## config.mk

```make
export PLATFORM = sky130hd
export DESIGN_NAME = register_bank_param_flat
export DESIGN_NICKNAME = d
export VERILOG_FILES = /design/src/rtl/register_bank_param_if.sv /design/src/rtl/register_bank_param.sv /design/src/flat_wrapper.sv
export SDC_FILE = /design/constraint.sdc
export NUM_CORES = 1
export LEC_CHECK = 0
export CAP_MARGIN = 15
export CELL_PAD_IN_SITES_DETAIL_PLACEMENT = 1
export CELL_PAD_IN_SITES_GLOBAL_PLACEMENT = 1
export CORE_ASPECT_RATIO = 1.75
export CORE_UTILIZATION = 58
export DETAILED_ROUTE_END_ITERATION = 10
export DONT_BUFFER_PORTS = 1
export PLACE_DENSITY_LB_ADDON = 0.1
export SLEW_MARGIN = 10
export SYNTH_ARGS = -nofsm -noshare
export SYNTH_HDL_FRONTEND = slang
export SYNTH_SLANG_ARGS = --single-unit
```

## constraint.sdc

```tcl
create_clock -name clk -period 6.88 [get_ports clk]
set_clock_uncertainty 0.2 [all_clocks]
set_input_delay 0.688 -clock clk [delete_from_list [all_inputs] [get_ports clk]]
set_output_delay 0.688 -clock clk [all_outputs]
set_load 0.01 [all_outputs]
```

## src/rtl/register_bank_param_if.sv

```systemverilog
// Bus bundle for register_bank_param: one write port, two read ports, status.
// The master drives requests; the slave (the bank) returns read data and status.
interface register_bank_param_if #(
    parameter int DATA_W = 8,
    parameter int ADDR_W = 4
);
    logic              clr;
    logic              WR;
    logic [ADDR_W-1:0] wr_addr;
    logic [DATA_W-1:0] data_in;
    logic              RD_A;
    logic [ADDR_W-1:0] rd_addr_a;
    logic [DATA_W-1:0] Data_out_a;
    logic              valid_a;
    logic              RD_B;
    logic [ADDR_W-1:0] rd_addr_b;
    logic [DATA_W-1:0] Data_out_b;
    logic              valid_b;
    logic              busy;
    logic              err;

    modport master (
        output clr, WR, wr_addr, data_in, RD_A, rd_addr_a, RD_B, rd_addr_b,
        input  Data_out_a, valid_a, Data_out_b, valid_b, busy, err
    );

    modport slave (
        input  clr, WR, wr_addr, data_in, RD_A, rd_addr_a, RD_B, rd_addr_b,
        output Data_out_a, valid_a, Data_out_b, valid_b, busy, err
    );
endinterface

```

## src/rtl/register_bank_param.sv

```systemverilog
// Parametrised register bank with one write port, two registered read ports
// and a self-clearing sweep that writes RESET_VAL to every entry.
module register_bank_param #(
    parameter int                DATA_W    = 8,
    parameter int                ADDR_W    = 4,
    parameter int                DEPTH     = 16,
    parameter logic [DATA_W-1:0] RESET_VAL = '0
) (
    input  logic                 clk,
    input  logic                 rst,
    register_bank_param_if.slave bus
);
    localparam logic [ADDR_W:0]   DEPTH_W  = (ADDR_W+1)'(DEPTH);
    localparam logic [ADDR_W-1:0] LAST_PTR = ADDR_W'(DEPTH - 1);

    typedef enum logic {IDLE, CLEAR} state_t;

    state_t            state_reg, state_next;
    logic [ADDR_W-1:0] ptr_reg, ptr_next;
    logic              err_reg;
    logic              idle;

    logic              mem_we;
    logic [ADDR_W-1:0] mem_waddr;
    logic [DATA_W-1:0] mem_wdata;
    logic              wr_in_range;
    logic              reject;
    logic [1:0]        rd_oor;

    // Storage carries no reset so it can map onto distributed RAM.
    logic [DATA_W-1:0] mem [DEPTH];

    logic              rd_en   [2];
    logic [ADDR_W-1:0] rd_addr [2];

    assign idle        = (state_reg == IDLE);
    assign wr_in_range = ({1'b0, bus.wr_addr} < DEPTH_W);
    assign rd_en[0]    = bus.RD_A;
    assign rd_en[1]    = bus.RD_B;
    assign rd_addr[0]  = bus.rd_addr_a;
    assign rd_addr[1]  = bus.rd_addr_b;

    always_ff @(posedge clk) begin
        if (rst) begin
            state_reg <= CLEAR;
            ptr_reg   <= '0;
        end else begin
            state_reg <= state_next;
            ptr_reg   <= ptr_next;
        end
    end

    // The sweep and the user write share the single RAM write port.
    always_comb begin
        state_next = state_reg;
        ptr_next   = ptr_reg;
        mem_we     = 1'b0;
        mem_waddr  = bus.wr_addr;
        mem_wdata  = bus.data_in;
        case (state_reg)
            IDLE: begin
                mem_we = bus.WR && wr_in_range;
                if (bus.clr) begin
                    state_next = CLEAR;
                    ptr_next   = '0;
                end
            end
            CLEAR: begin
                mem_we    = 1'b1;
                mem_waddr = ptr_reg;
                mem_wdata = RESET_VAL;
                ptr_next  = ptr_reg + 1'b1;
                if (ptr_reg == LAST_PTR) begin
                    state_next = IDLE;
                end
            end
            default: begin
                state_next = CLEAR;
                ptr_next   = '0;
            end
        endcase
    end

    always_ff @(posedge clk) begin
        if (mem_we && !rst) begin
            mem[mem_waddr] <= mem_wdata;
        end
    end

    genvar gi;
    generate
        for (gi = 0; gi < 2; gi++) begin : g_rd
            logic              in_range;
            logic              wr_hit;
            logic [DATA_W-1:0] dout_reg;
            logic              valid_reg;

            assign in_range   = ({1'b0, rd_addr[gi]} < DEPTH_W);
            assign wr_hit     = bus.WR && (bus.wr_addr == rd_addr[gi]);
            assign rd_oor[gi] = rd_en[gi] && !in_range;

            // Write-first: a same-address write in this cycle bypasses the RAM.
            always_ff @(posedge clk) begin
                if (rst) begin
                    dout_reg  <= '0;
                    valid_reg <= 1'b0;
                end else begin
                    valid_reg <= idle && rd_en[gi];
                    if (idle && rd_en[gi]) begin
                        if (!in_range) begin
                            dout_reg <= '0;
                        end else if (wr_hit) begin
                            dout_reg <= bus.data_in;
                        end else begin
                            dout_reg <= mem[rd_addr[gi]];
                        end
                    end
                end
            end
        end
    endgenerate

    always_comb begin
        reject = 1'b0;
        if (idle) begin
            reject = (bus.WR && !wr_in_range) || (|rd_oor);
        end else begin
            reject = bus.WR || bus.RD_A || bus.RD_B;
        end
    end

    always_ff @(posedge clk) begin
        if (rst) begin
            err_reg <= 1'b0;
        end else begin
            err_reg <= reject;
        end
    end

    assign bus.Data_out_a = g_rd[0].dout_reg;
    assign bus.valid_a    = g_rd[0].valid_reg;
    assign bus.Data_out_b = g_rd[1].dout_reg;
    assign bus.valid_b    = g_rd[1].valid_reg;
    assign bus.busy       = !idle;
    assign bus.err        = err_reg;
endmodule
```

## src/flat_wrapper.sv

```systemverilog
// flat-port wrapper written by rule: the top's interface ports become plain ports
module register_bank_param_flat 
#(
    parameter int                DATA_W    = 8,
    parameter int                ADDR_W    = 4,
    parameter int                DEPTH     = 16,
    parameter logic [DATA_W-1:0] RESET_VAL = '0
)
  (clk, rst, bus_clr, bus_WR, bus_wr_addr, bus_data_in, bus_RD_A, bus_rd_addr_a, bus_RD_B, bus_rd_addr_b, bus_Data_out_a, bus_valid_a, bus_Data_out_b, bus_valid_b, bus_busy, bus_err);
  register_bank_param_if #(.DATA_W(DATA_W), .ADDR_W(ADDR_W)) bus_i ();
  input  logic clk;
  input  logic rst;
  input wire logic [$bits(bus_i.clr)-1:0] bus_clr;
  input wire logic [$bits(bus_i.WR)-1:0] bus_WR;
  input wire logic [$bits(bus_i.wr_addr)-1:0] bus_wr_addr;
  input wire logic [$bits(bus_i.data_in)-1:0] bus_data_in;
  input wire logic [$bits(bus_i.RD_A)-1:0] bus_RD_A;
  input wire logic [$bits(bus_i.rd_addr_a)-1:0] bus_rd_addr_a;
  input wire logic [$bits(bus_i.RD_B)-1:0] bus_RD_B;
  input wire logic [$bits(bus_i.rd_addr_b)-1:0] bus_rd_addr_b;
  output wire logic [$bits(bus_i.Data_out_a)-1:0] bus_Data_out_a;
  output wire logic [$bits(bus_i.valid_a)-1:0] bus_valid_a;
  output wire logic [$bits(bus_i.Data_out_b)-1:0] bus_Data_out_b;
  output wire logic [$bits(bus_i.valid_b)-1:0] bus_valid_b;
  output wire logic [$bits(bus_i.busy)-1:0] bus_busy;
  output wire logic [$bits(bus_i.err)-1:0] bus_err;
  assign bus_i.clr = bus_clr;
  assign bus_i.WR = bus_WR;
  assign bus_i.wr_addr = bus_wr_addr;
  assign bus_i.data_in = bus_data_in;
  assign bus_i.RD_A = bus_RD_A;
  assign bus_i.rd_addr_a = bus_rd_addr_a;
  assign bus_i.RD_B = bus_RD_B;
  assign bus_i.rd_addr_b = bus_rd_addr_b;
  assign bus_Data_out_a = bus_i.Data_out_a;
  assign bus_valid_a = bus_i.valid_a;
  assign bus_Data_out_b = bus_i.Data_out_b;
  assign bus_valid_b = bus_i.valid_b;
  assign bus_busy = bus_i.busy;
  assign bus_err = bus_i.err;
  register_bank_param #(.DATA_W(DATA_W), .ADDR_W(ADDR_W), .DEPTH(DEPTH), .RESET_VAL(RESET_VAL)) u_core (.clk(clk), .rst(rst), .bus(bus_i));
endmodule
```

==> flow_summary.rst, run 1 <==
.. list-table::
   :header-rows: 1

   * - Metric
     - Value
   * - Hold Path Depth
     - 1
   * - RSZ-0062 raised after global routing
     - no
   * - Netlist Area Pre-Place
     - between 7000 and 8000 um^2
   * - Switching power share of the total
     - 23.2%
   * - IR drop worst, VDD
     - roughly 0.18 mV
   * - Post-CTS Hold Buffers
     - 0
   * - Measured slew at the worst slew-check pin
     - 1.26 ns
   * - Vias in the first global route
     - roughly 5100
   * - Max incr delay on CP
     - 1.00 ns
   * - Wire length of the first global-routing pass
     - ~32000 um
   * - Kind of end point of the critical path
     - register
   * - Initial Utilization
     - approximately three fifths
   * - Number of flip-flops and latches in the synthesized netlist
     - ~150
   * - Worst slew margin
     - 15.6%
   * - Critical path startpoint category
     - register
   * - Clock sink count
     - 152
   * - Hold_ws
     - roughly 0.12 ns
   * - Hold Crit Start
     - rst
   * - Proportion of synthesized flip-flops having asynchronous set or reset
     - 0%
   * - Number of placement rows
     - between 50 and 60
   * - DR iter-0 viols
     - 413
   * - Worst-path maximum fanout
     - 32
   * - Hold WC Path Type
     - in -> reg
   * - Total via count in the routed design
     - around 4800
   * - Largest net degree at the start of global routing
     - 50
   * - Final worst path period share
     - a little over two fifths
   * - Biggest register
     - u_core.mem
   * - Post-route antenna net violation count
     - 0
   * - DPL Wire Length
     - roughly 14000 um
   * - Fin area
     - ~8000 um^2
   * - Final Max Tran Viols
     - 0
   * - Total net switching power
     - roughly 0.00047 W
   * - Deepest clock path buffer count
     - 2
   * - Worst skew pair latency
     - 0.43 ns
   * - Terminus of the critical flop-to-flop path
     - u_core.mem[13][1]
   * - Most area-consuming cells after synthesis
     - sky130_fd_sc_hd__edfxtp_1 (52%), sky130_fd_sc_hd__mux4_2 (14%), sky130_fd_sc_hd__dfxtp_1 (6.6%)
   * - Overall overflow remaining after global route
     - 0
   * - Slack of the worst reg-to-reg path
     - 3.87 ns
   * - Flip-flop count of the largest register after layout
     - approximately 130
   * - Setup TNS
     - 0 ns
   * - Fraction of layout instances using a drive strength above 1
     - around a fifth
   * - Number of gates given a new drive strength after cts
     - 0
   * - Number of cells on the worst reg-to-reg path
     - 5
   * - Floorplan die area
     - roughly 13000 um^2
   * - Pre-Repair DR Iteration Count
     - 4
   * - Total core area
     - between 10000 and 15000 um^2
   * - Power per cell area
     - around 250 nW/um^2
   * - Critical Setup Path Class
     - reg -> reg
   * - Synth area leader
     - sky130_fd_sc_hd__edfxtp_1
   * - Achievable Freq
     - about 330 MHz
   * - Clock network fraction of design power
     - a little over two fifths
   * - PortBufs
     - 0
   * - Setup violations, final
     - 0
   * - Share of the synthesized area in the top cell type
     - 52.5%
   * - Average wire per cell in the routed design
     - between 30 and 40 um
   * - CTS clk-pin slew, worst paths
     - 0.07 ns
   * - Status
     - completed
   * - Syn_nets
     - slightly below 500
   * - Number of I/O pins
     - 46
   * - Die width
     - just under 90 um
   * - Number of antenna violations at the first check in global routing
     - 1
   * - Vert. Die Dim
     - roughly 150 um
   * - Most frequently used cell type in the post-synthesis netlist
     - sky130_fd_sc_hd__edfxtp_1
   * - Part of the total power dissipated in sequential elements
     - 50.0%
   * - Filler instances
     - approximately 1100
   * - Number of maximum-capacitance violations
     - 0
   * - Count of H-tree levels built during CTS
     - 4
   * - Growth of design area from synthesis to finish
     - 8.78%
   * - Overall Global Routing Usage
     - a little over a third
   * - Chain of cells forming the critical path
     - buf_4, nand2b_4, o21ai_0, nand2_1, nor2_1
   * - Worst min-delay path endpoint
     - u_core.ptr_reg[0]
   * - Most common flop cell mapped by yosys
     - sky130_fd_sc_hd__edfxtp_1
   * - LEAKAGE
     - roughly 2.7 nW
   * - Total Power
     - ~0.0020 W
   * - Clock tree from TritonCTS
     - built
   * - Cells after synthesis
     - around 460
   * - DR vias/cell
     - ~7.4
   * - Distinct cell type count of the synthesized netlist
     - 47
   * - Post-synth top cells
     - sky130_fd_sc_hd__edfxtp_1 (128), sky130_fd_sc_hd__mux2i_1 (48), sky130_fd_sc_hd__mux4_2 (47)
   * - Number of flops mapped to enable cells by yosys
     - roughly 130
   * - Logic pwr share
     - 6.3%
   * - YS warnings
     - 0
   * - Pint
     - about 0.0015 W
   * - Cell Area, Placed
     - 7410 um^2
   * - DRC violations left
     - 0
   * - Final nets
     - slightly below 500
   * - Hold Violations, Final
     - 0
   * - Share of synthesized area occupied by flip-flops and latches
     - 59.0%
   * - Startpoint of the worst-slack reg-to-reg timing path
     - u_core.bus.busy
   * - Final RePlAce weighted congestion
     - ~0.8
   * - Number of clock buffers inserted by TritonCTS
     - 17
   * - Buffer cell driving the clock tree root
     - sky130_fd_sc_hd__clkbuf_16
   * - Worst endpoint data arrival time
     - roughly 2.9 ns
   * - Total Wirelength
     - between 20000 and 25000 um
   * - Buffers inserted during post-CTS setup optimization
     - 0
   * - Average cell area after synthesis
     - 15.8 um^2
   * - Worst endpoint required time
     - around 6.7 ns
   * - Post-layout minimum cycle time
     - 3.01 ns
   * - Critical-path top delay cell
     - sky130_fd_sc_hd__nor2_1
## cells by family after synthesis
group | after synthesis | share of synthesized area [%]
flops | 152 | 59.0
mux | 95 | 21.0
fa+ha+maj | 1 | 0.171
buf+inv | 41 | 3.19
xor+xnor | 7 | 0.837
simple gates | 73 | 5.76
compound gates | 94 | 9.99
## metal layers
layer	share of wire [%]	routed length, um	global-route usage [%]	vias to the layer above
li1	-	-	-	1914
met1	33	7270	38.7	2483
met2	54	11700	61.2	292
met3	7.0	1530	7.51	84
met4	6.2	1370	26.4	0
met5	0	0	0	-
## power groups by stage
stage	combinational (W)	clock (W)	sequential, W
floorplan	0.000116	0	0.00102
global placement	0.000119	0	0.00102
detailed placement	0.000123	0	0.00102
CTS	0.000124	0.000880	0.00100
global route	0.000131	0.000910	0.00101
finish	0.000126	0.000878	0.00100
## cell type report
class / count / area [um^2] / area share (%)
Sequential cell: 152 / 4320 / 54.3
Inverter: 16 / 60.1 / 0.754
Multi-Input combinational cell: 270 / 2770 / 34.7
Clock inverter: 12 / 90.1 / 1.13
Clock buffer: 20 / 458 / 5.75
Antenna cell: 1 / 2.50 / 0.0314
Tap cell: 168 / 210 / 2.64
Timing Repair Buffer: 7 / 56.3 / 0.707
## layout by cell type, fill, tap and decap left out, types with 4 or more instances in the layout
| cell | instances |
|---|---|
| sky130_fd_sc_hd__mux4_2 | 47 |
| sky130_fd_sc_hd__a32oi_1 | 4 |
| sky130_fd_sc_hd__inv_1 | 8 |
| sky130_fd_sc_hd__buf_4 | 6 |
| sky130_fd_sc_hd__nor2b_1 | 13 |
| sky130_fd_sc_hd__clkinv_1 | 7 |
| sky130_fd_sc_hd__clkbuf_16 | 18 |
| sky130_fd_sc_hd__nor2_1 | 25 |
| sky130_fd_sc_hd__mux2i_1 | 48 |
| sky130_fd_sc_hd__nand2_1 | 7 |
| sky130_fd_sc_hd__a22oi_1 | 13 |
| sky130_fd_sc_hd__edfxtp_1 | 128 |
| sky130_fd_sc_hd__nor3_1 | 4 |
| sky130_fd_sc_hd__and2_1 | 7 |
| sky130_fd_sc_hd__a221o_1 | 11 |
| sky130_fd_sc_hd__dfxtp_1 | 24 |
| sky130_fd_sc_hd__xnor2_1 | 5 |
| sky130_fd_sc_hd__a21oi_1 | 12 |
| sky130_fd_sc_hd__o21ai_0 | 18 |
| sky130_fd_sc_hd__a221oi_1 | 23 |
## critical path: cells and delay by family, from the launching register on
kind | cells | cell delay (ns)
simple gates | 3 | 1.42
compound gates | 1 | 0.37
flops | 1 | 0.34
buf+inv | 1 | 0.27
## worst max-delay path by stage
stage,start,to,depth (start not counted)
finish,u_core.bus.busy,u_core.mem[13][1],5
global route,u_core.bus.busy,u_core.mem[13][1],5
CTS,u_core.bus.busy,u_core.mem[13][1],5
detailed placement,bus_rd_addr_a[2],u_core.bus.Data_out_a[7],5
global placement,bus_rd_addr_a[2],u_core.bus.Data_out_a[7],5
floorplan,bus_rd_addr_a[0],u_core.bus.Data_out_a[1],6
## through the flow
stage | setup WS, ns | cells | util [%]
3_3_place_gp | 4.01 | 612 | 59.9
6_report | 3.87 | 646 | 64.4
3_5_place_dp | 3.97 | 612 | 59.9
2_1_floorplan | 4.60 | 463 | -
4_1_cts | 3.94 | 644 | 64.3
5_1_grt | 3.84 | 646 | 64.4
(Power assumes the default switching activity.)
==> inputs of run 2 (changes only) <==
--- a/config.mk
+++ b/config.mk
@@ -9,7 +9,7 @@
 export CELL_PAD_IN_SITES_DETAIL_PLACEMENT = 1
 export CELL_PAD_IN_SITES_GLOBAL_PLACEMENT = 1
 export CORE_ASPECT_RATIO = 1.75
-export CORE_UTILIZATION = 58
+export CORE_UTILIZATION = 54
 export DETAILED_ROUTE_END_ITERATION = 10
 export DONT_BUFFER_PORTS = 1
 export PLACE_DENSITY_LB_ADDON = 0.1
==> constraint.sdc (replaced) <==
create_clock -name clk -period 2.9 [get_ports clk]
set_clock_uncertainty 0.2 [all_clocks]
set_input_delay 0.29 -clock clk [delete_from_list [all_inputs] [get_ports clk]]
set_output_delay 0.29 -clock clk [all_outputs]
set_load 0.01 [all_outputs]
==> flow_summary.rst, run 2 (synthesis gave the netlist of run 1 again) <==
.. list-table::
   :header-rows: 1

   * - Metric
     - Value
   * - Status
     - completed
   * - Power per cell area
     - 585 nW/um^2
   * - Source of the critical timing path
     - u_core.bus.busy
   * - Post-route antenna net violation count
     - 0
   * - Logic pwr share
     - approximately 7%
   * - Number of clock buffers inserted by TritonCTS
     - 17
   * - Measured slew at the worst slew-check pin
     - roughly 1.2 ns
   * - Number of antenna violations at the first check in global routing
     - 0
   * - Total net switching power
     - roughly 0.0011 W
   * - Clock tree from TritonCTS
     - built
   * - Die width
     - roughly 90 um
   * - Total Power
     - about 0.005 W
   * - Total Wirelength
     - 22600 um
   * - Critical Setup Path Class
     - reg -> reg
   * - Biggest register
     - u_core.mem
   * - PortBufs
     - 0
   * - DRC violations left
     - 0
   * - Top library cells by usage in the layout, fill and taps aside
     - sky130_fd_sc_hd__edfxtp_1 (128), sky130_fd_sc_hd__mux2i_1 (48), sky130_fd_sc_hd__mux4_2 (47)
   * - Worst skew pair latency
     - ~0.43 ns
   * - Final Max Tran Viols
     - 0
   * - Number of cells on the worst reg-to-reg path
     - 5
   * - Final nets
     - 528
   * - Clock sink count
     - 152
   * - Buffers inserted during post-CTS setup optimization
     - 0
   * - Deepest clock path buffer count
     - 2
   * - Pint
     - 0.00378 W
   * - DR vias/cell
     - between 6 and 7
   * - Achievable Freq
     - 390 MHz
   * - Post-route non-filler standard cell count
     - between 600 and 700
   * - Critical path startpoint category
     - register
   * - Number of I/O pins
     - 46
   * - Worst Setup EP
     - u_core.bus.Data_out_b[5]
   * - Hold Violations, Final
     - 0
   * - Vert. Die Dim
     - between 150 and 200 um
   * - Overall Global Routing Usage
     - roughly a third
   * - Setup violations, final
     - 0
   * - Count of H-tree levels built during CTS
     - 4
   * - Total core area
     - 13300 um^2
   * - Post-CTS Hold Buffers
     - 13
   * - Max incr delay on CP
     - 0.54 ns
   * - Hold WC Path Type
     - in -> reg
   * - Worst endpoint data arrival time
     - approximately 2.7 ns
   * - Setup Slack @ Placement
     - roughly 0.4 ns
   * - Final antenna diode count
     - 0
   * - Vias in the first global route
     - 5215
   * - Switching power share of the total
     - between 20% and 30%
   * - RSZ-0062 raised after global routing
     - no
   * - Critical-path top delay cell
     - sky130_fd_sc_hd__dfxtp_1
   * - DPL Wire Length
     - around 16000 um
   * - Number of gates given a new drive strength after cts
     - 0
   * - Growth of design area from synthesis to finish
     - 13.3%
   * - Floorplan die area
     - 14100 um^2
   * - Buffer cell driving the clock tree root
     - sky130_fd_sc_hd__clkbuf_16
   * - Number of maximum-capacitance violations
     - 0
   * - Post-layout minimum cycle time
     - between 2 and 3 ns
   * - Chain of cells forming the critical path
     - mux2i_1, xnor2_1, o31ai_4, a21oi_1, a221o_1
   * - Initial Utilization
     - between 50% and 60%
   * - Pre-Repair DR Iteration Count
     - 5
   * - Terminus of the critical flop-to-flop path
     - u_core.bus.Data_out_b[5]
   * - Largest net degree at the start of global routing
     - 50
   * - Kind of end point of the critical path
     - register
   * - LEAKAGE
     - around 3 nW
   * - Wire length of the first global-routing pass
     - roughly 33000 um
   * - Fraction of layout instances using a drive strength above 1
     - between 20% and 30%
   * - IR drop worst, VDD
     - a little over 0.5 mV
   * - Worst-path maximum fanout
     - 10
   * - Part of the total power dissipated in sequential elements
     - between 40% and 50%
   * - Final worst path period share
     - between 80% and 90%
   * - Overall overflow remaining after global route
     - 0
   * - Worst slew margin
     - around 22%
   * - Placed cell count
     - around 640
   * - Slack of the worst reg-to-reg path
     - between 0.3 and 0.4 ns
   * - Final RePlAce weighted congestion
     - 0.856
   * - Flip-flop count of the largest register after layout
     - roughly 130
   * - CTS clk-pin slew, worst paths
     - about 0.06 ns
   * - Leading cell type in the layout, fill and taps excluded
     - sky130_fd_sc_hd__edfxtp_1
   * - Total via count in the routed design
     - around 4800
   * - Clock network fraction of design power
     - between 40% and 50%
   * - Number of placement rows
     - between 50 and 60
   * - Minimum setup slack in the final design
     - 0.336 ns
   * - Average wire per cell in the routed design
     - roughly 33 um
   * - Startpoint of the worst-slack reg-to-reg timing path
     - u_core.bus.busy
   * - DR iter-0 viols
     - 486
   * - Setup TNS
     - 0 ns
   * - Worst endpoint required time
     - 3.01 ns
[run 2: through the flow]
stage	utilization [%]	hold WS [ns]	instance area (um^2)
after floorplan	-	0.221	7320
after global placement	57.0	0.162	7590
after detailed placement	57.0	0.167	7590
after CTS	62.2	0.0128	8290
after global routing	62.4	0.0198	8300
final	62.4	0.0338	8300
[run 2: final cells by class]
class                      instances  area, um^2
clock buffer                      24         515
clock inverter                     8        55.1
fill                            1212        5010
inverter                          16        60.1
multi-input combinational        270        2770
sequential                       152        4320
tap                              174         218
timing repair buffer              44         363
[run 2: worst min-delay path by stage]
stage | from | to | cells after the start
detailed placement | rst | u_core.ptr_reg[2] | 1
CTS | bus_RD_A | u_core.bus.valid_a | 3
global placement | rst | u_core.ptr_reg[2] | 1
floorplan | bus_data_in[1] | u_core.bus.Data_out_b[1] | 2
global route | bus_data_in[1] | u_core.mem[13][1] | 1
finish | bus_RD_A | u_core.bus.valid_a | 3
[run 2: worst max-delay path: cells and delay by family, from the launching register on]
kind            cells  cell delay (ns)
xor+xnor            1             0.24
flops               1             0.54
compound gates      3             0.99
mux                 1             0.46
[run 2: metal layers]
| layer | vias to the layer above | track usage [%] | share of wire [%] |
|---|---|---|---|
| met5 | - | 0 | 0 |
| met4 | 0 | 18.0 | 5.2 |
| met3 | 67 | 7.26 | 6.9 |
| met2 | 250 | 60.2 | 53 |
| met1 | 2499 | 37.2 | 35 |
| li1 | 1982 | - | - |
[run 2: power groups by stage]
stage | combinational [W] | clock [W] | sequential (W)
finish | 0.000333 | 0.00214 | 0.00238
global route | 0.000346 | 0.00223 | 0.00238
CTS | 0.000330 | 0.00215 | 0.00238
detailed placement | 0.000307 | 0 | 0.00243
global placement | 0.000301 | 0 | 0.00243
floorplan | 0.000274 | 0 | 0.00242
==> inputs of run 3 (changes only) <==
--- a/config.mk
+++ b/config.mk
@@ -10,6 +10,7 @@
 export CELL_PAD_IN_SITES_GLOBAL_PLACEMENT = 1
 export CORE_ASPECT_RATIO = 1.75
 export CORE_UTILIZATION = 54
+export CTS_CLUSTER_DIAMETER = 80
 export DETAILED_ROUTE_END_ITERATION = 10
 export DONT_BUFFER_PORTS = 1
 export PLACE_DENSITY_LB_ADDON = 0.1
==> constraint.sdc (replaced) <==
create_clock -name clk -period 2.9 [get_ports clk]
set_clock_uncertainty 0.2 [all_clocks]
set_input_delay 0.435 -clock clk [delete_from_list [all_inputs] [get_ports clk]]
set_output_delay 0.435 -clock clk [all_outputs]
set_load 0.01 [all_outputs]
==> flow_summary.rst, run 3 (synthesis gave the netlist of run 1 again) <==
.. list-table::
   :header-rows: 1

   * - Metric
     - Value
   * - Number of placement rows
     - 56
   * - Measured slew at the worst slew-check pin
     - between 1 and 1.5 ns
   * - Hold WC Path Type
     - in -> reg
   * - DR vias/cell
     - between 6 and 7
   * - Fraction of layout instances using a drive strength above 1
     - about 22%
   * - Worst endpoint data arrival time
     - between 2 and 3 ns
   * - Minimum setup slack in the final design
     - 0.336 ns
   * - Initial Utilization
     - 55.0%
   * - Achievable Freq
     - roughly 390 MHz
   * - Source of the critical timing path
     - u_core.bus.busy
   * - Final nets
     - between 500 and 600
   * - Startpoint of the worst-slack reg-to-reg timing path
     - u_core.bus.busy
   * - Worst skew pair latency
     - between 0.4 and 0.5 ns
   * - DPL Wire Length
     - approximately 15000 um
   * - PortBufs
     - 0
   * - DRC violations left
     - 0
   * - Total via count in the routed design
     - about 4700
   * - Growth of design area from synthesis to finish
     - 12.9%
   * - Setup Slack @ Placement
     - approximately 0.36 ns
   * - Power per cell area
     - between 600 and 700 nW/um^2
   * - IR drop worst, VDD
     - ~0.45 mV
   * - Final RePlAce weighted congestion
     - slightly below 0.9
   * - Final antenna diode count
     - 0
   * - Slack of the worst reg-to-reg path
     - about 0.34 ns
   * - Vert. Die Dim
     - around 160 um
   * - Max incr delay on CP
     - about 0.56 ns
   * - Post-route antenna net violation count
     - 0
   * - Total core area
     - 13300 um^2
   * - LEAKAGE
     - roughly 2.9 nW
   * - Post-route non-filler standard cell count
     - 679
   * - DR iter-0 viols
     - a little over 500
   * - Clock tree from TritonCTS
     - built
   * - Vias in the first global route
     - between 5000 and 6000
   * - Top library cells by usage in the layout, fill and taps aside
     - sky130_fd_sc_hd__edfxtp_1 (128), sky130_fd_sc_hd__mux2i_1 (48), sky130_fd_sc_hd__mux4_2 (47)
   * - Chain of cells forming the critical path
     - buf_4, nand2b_4, or3_4, o31ai_4, a21oi_1, a221o_1
   * - Post-layout minimum cycle time
     - roughly 2.6 ns
   * - Leading cell type in the layout, fill and taps excluded
     - sky130_fd_sc_hd__edfxtp_1
   * - Die width
     - ~90 um
   * - Pre-Repair DR Iteration Count
     - 5
   * - Hold Violations, Final
     - 0
   * - Hold_ws
     - about 0.012 ns
   * - Number of gates given a new drive strength after cts
     - 0
   * - Floorplan die area
     - ~14000 um^2
   * - Final Max Tran Viols
     - 0
   * - Cell family with most CP delay
     - compound AO/OA/AOI/OAI gates
   * - Average wire per cell in the routed design
     - 32.6 um
   * - RSZ-0062 raised after global routing
     - no
   * - Critical-path top delay cell
     - sky130_fd_sc_hd__o31ai_4
   * - Setup TNS
     - 0 ns
   * - Overall overflow remaining after global route
     - 0
   * - Kind of end point of the critical path
     - register
   * - Number of I/O pins
     - between 40 and 50
   * - Worst endpoint required time
     - ~3 ns
   * - Placed cell count
     - roughly 640
   * - Critical Setup Path Class
     - reg -> reg
   * - Setup violations, final
     - 0
   * - Critical path startpoint category
     - register
   * - Total Wirelength
     - around 22000 um
   * - Total Power
     - just under 0.005 W
   * - Number of maximum-capacitance violations
     - 0
   * - Count of H-tree levels built during CTS
     - 4
   * - Worst-path maximum fanout
     - 9
   * - Largest net degree at the start of global routing
     - 50
   * - Overall Global Routing Usage
     - between 30% and 40%
   * - Crit path buffers/inverters
     - 1
   * - Final worst path period share
     - approximately nine tenths
   * - Hold Crit Start
     - bus_clr
   * - Status
     - completed
   * - CTS clk-pin slew, worst paths
     - around 0.06 ns
   * - Flip-flop count of the largest register after layout
     - 128
   * - Deepest clock path buffer count
     - 2
   * - Wire length of the first global-routing pass
     - between 30000 and 40000 um
   * - Biggest register
     - u_core.mem
   * - Worst slew margin
     - approximately 22%
   * - Clock sink count
     - 152
   * - Buffer cell driving the clock tree root
     - sky130_fd_sc_hd__clkbuf_16
   * - Number of antenna violations at the first check in global routing
     - 1
   * - Number of clock buffers inserted by TritonCTS
     - 17
==> run 3: cell count changes in the layout (fill, tap and decap cells not counted), sizes merged <==
cell,previous run,this run
buf,31,25
clkinv,10,9
inv,14,13
clkinvlp,0,4
bufinv,0,2
clkbuf,24,20
dlygate4sd3,13,10
==> run 3: final timing paths <==
check / cells after the start / end
hold / removal: 2 / u_core.ptr_reg[3]
hold reg to reg: 1 / u_core.bus.Data_out_a[6]
setup reg to reg: 6 / u_core.bus.Data_out_b[5]
setup / recovery: 6 / u_core.bus.Data_out_b[5]
==> run 3: worst reg2reg max path, stage by stage (launching register included) <==
cell and delay (ns):
sky130_fd_sc_hd__dfxtp_1 0.39, sky130_fd_sc_hd__buf_4 0.23, sky130_fd_sc_hd__nand2b_4 0.17, sky130_fd_sc_hd__or3_4 0.42
sky130_fd_sc_hd__o31ai_4 0.56, sky130_fd_sc_hd__a21oi_1 0.19, sky130_fd_sc_hd__a221o_1 0.29
==> run 3: timing repair <==
action                                 4_1_cts  5_1_grt
hold buffers                                10        0
buffers inserted                             0        0
endpoints found under the hold margin       20        0
==> run 3: through the flow <==
step	cell area, um^2	utilization [%]
global placement	7550	56.7
CTS	8270	62.1
finish	8270	62.1
floorplan	7320	-
detailed placement	7560	56.8
global route	8270	62.1
==> run 3: layout make-up <==
cell class / count / area, um^2
fillers: 1220 / 5050
clock inverters: 12 / 139
inverters: 16 / 60.1
clock buffers: 20 / 468
repair buffers: 35 / 292
multi-input cells: 270 / 2770
flip-flops and latches: 152 / 4320
well taps: 174 / 218
==> run 3: where the power goes <==
| group | switching, W | leakage (nW) | internal, W |
|---|---|---|---|
| sequential | 0.0000177 | 1.39 | 0.00236 |
| clock | 0.000914 | 0.285 | 0.00135 |
| combinational | 0.000165 | 1.19 | 0.000158 |
==> run 3: routing by layer <==
metal  vias to the layer above  wire length [um]  global-route usage (%)
met5                         -                16                       0
met4                         2              1450                    23.9
met3                        74              1390                    7.21
met2                       232             11700                    57.8
met1                      2457              7560                    37.1
li1                       1971                 -                       -
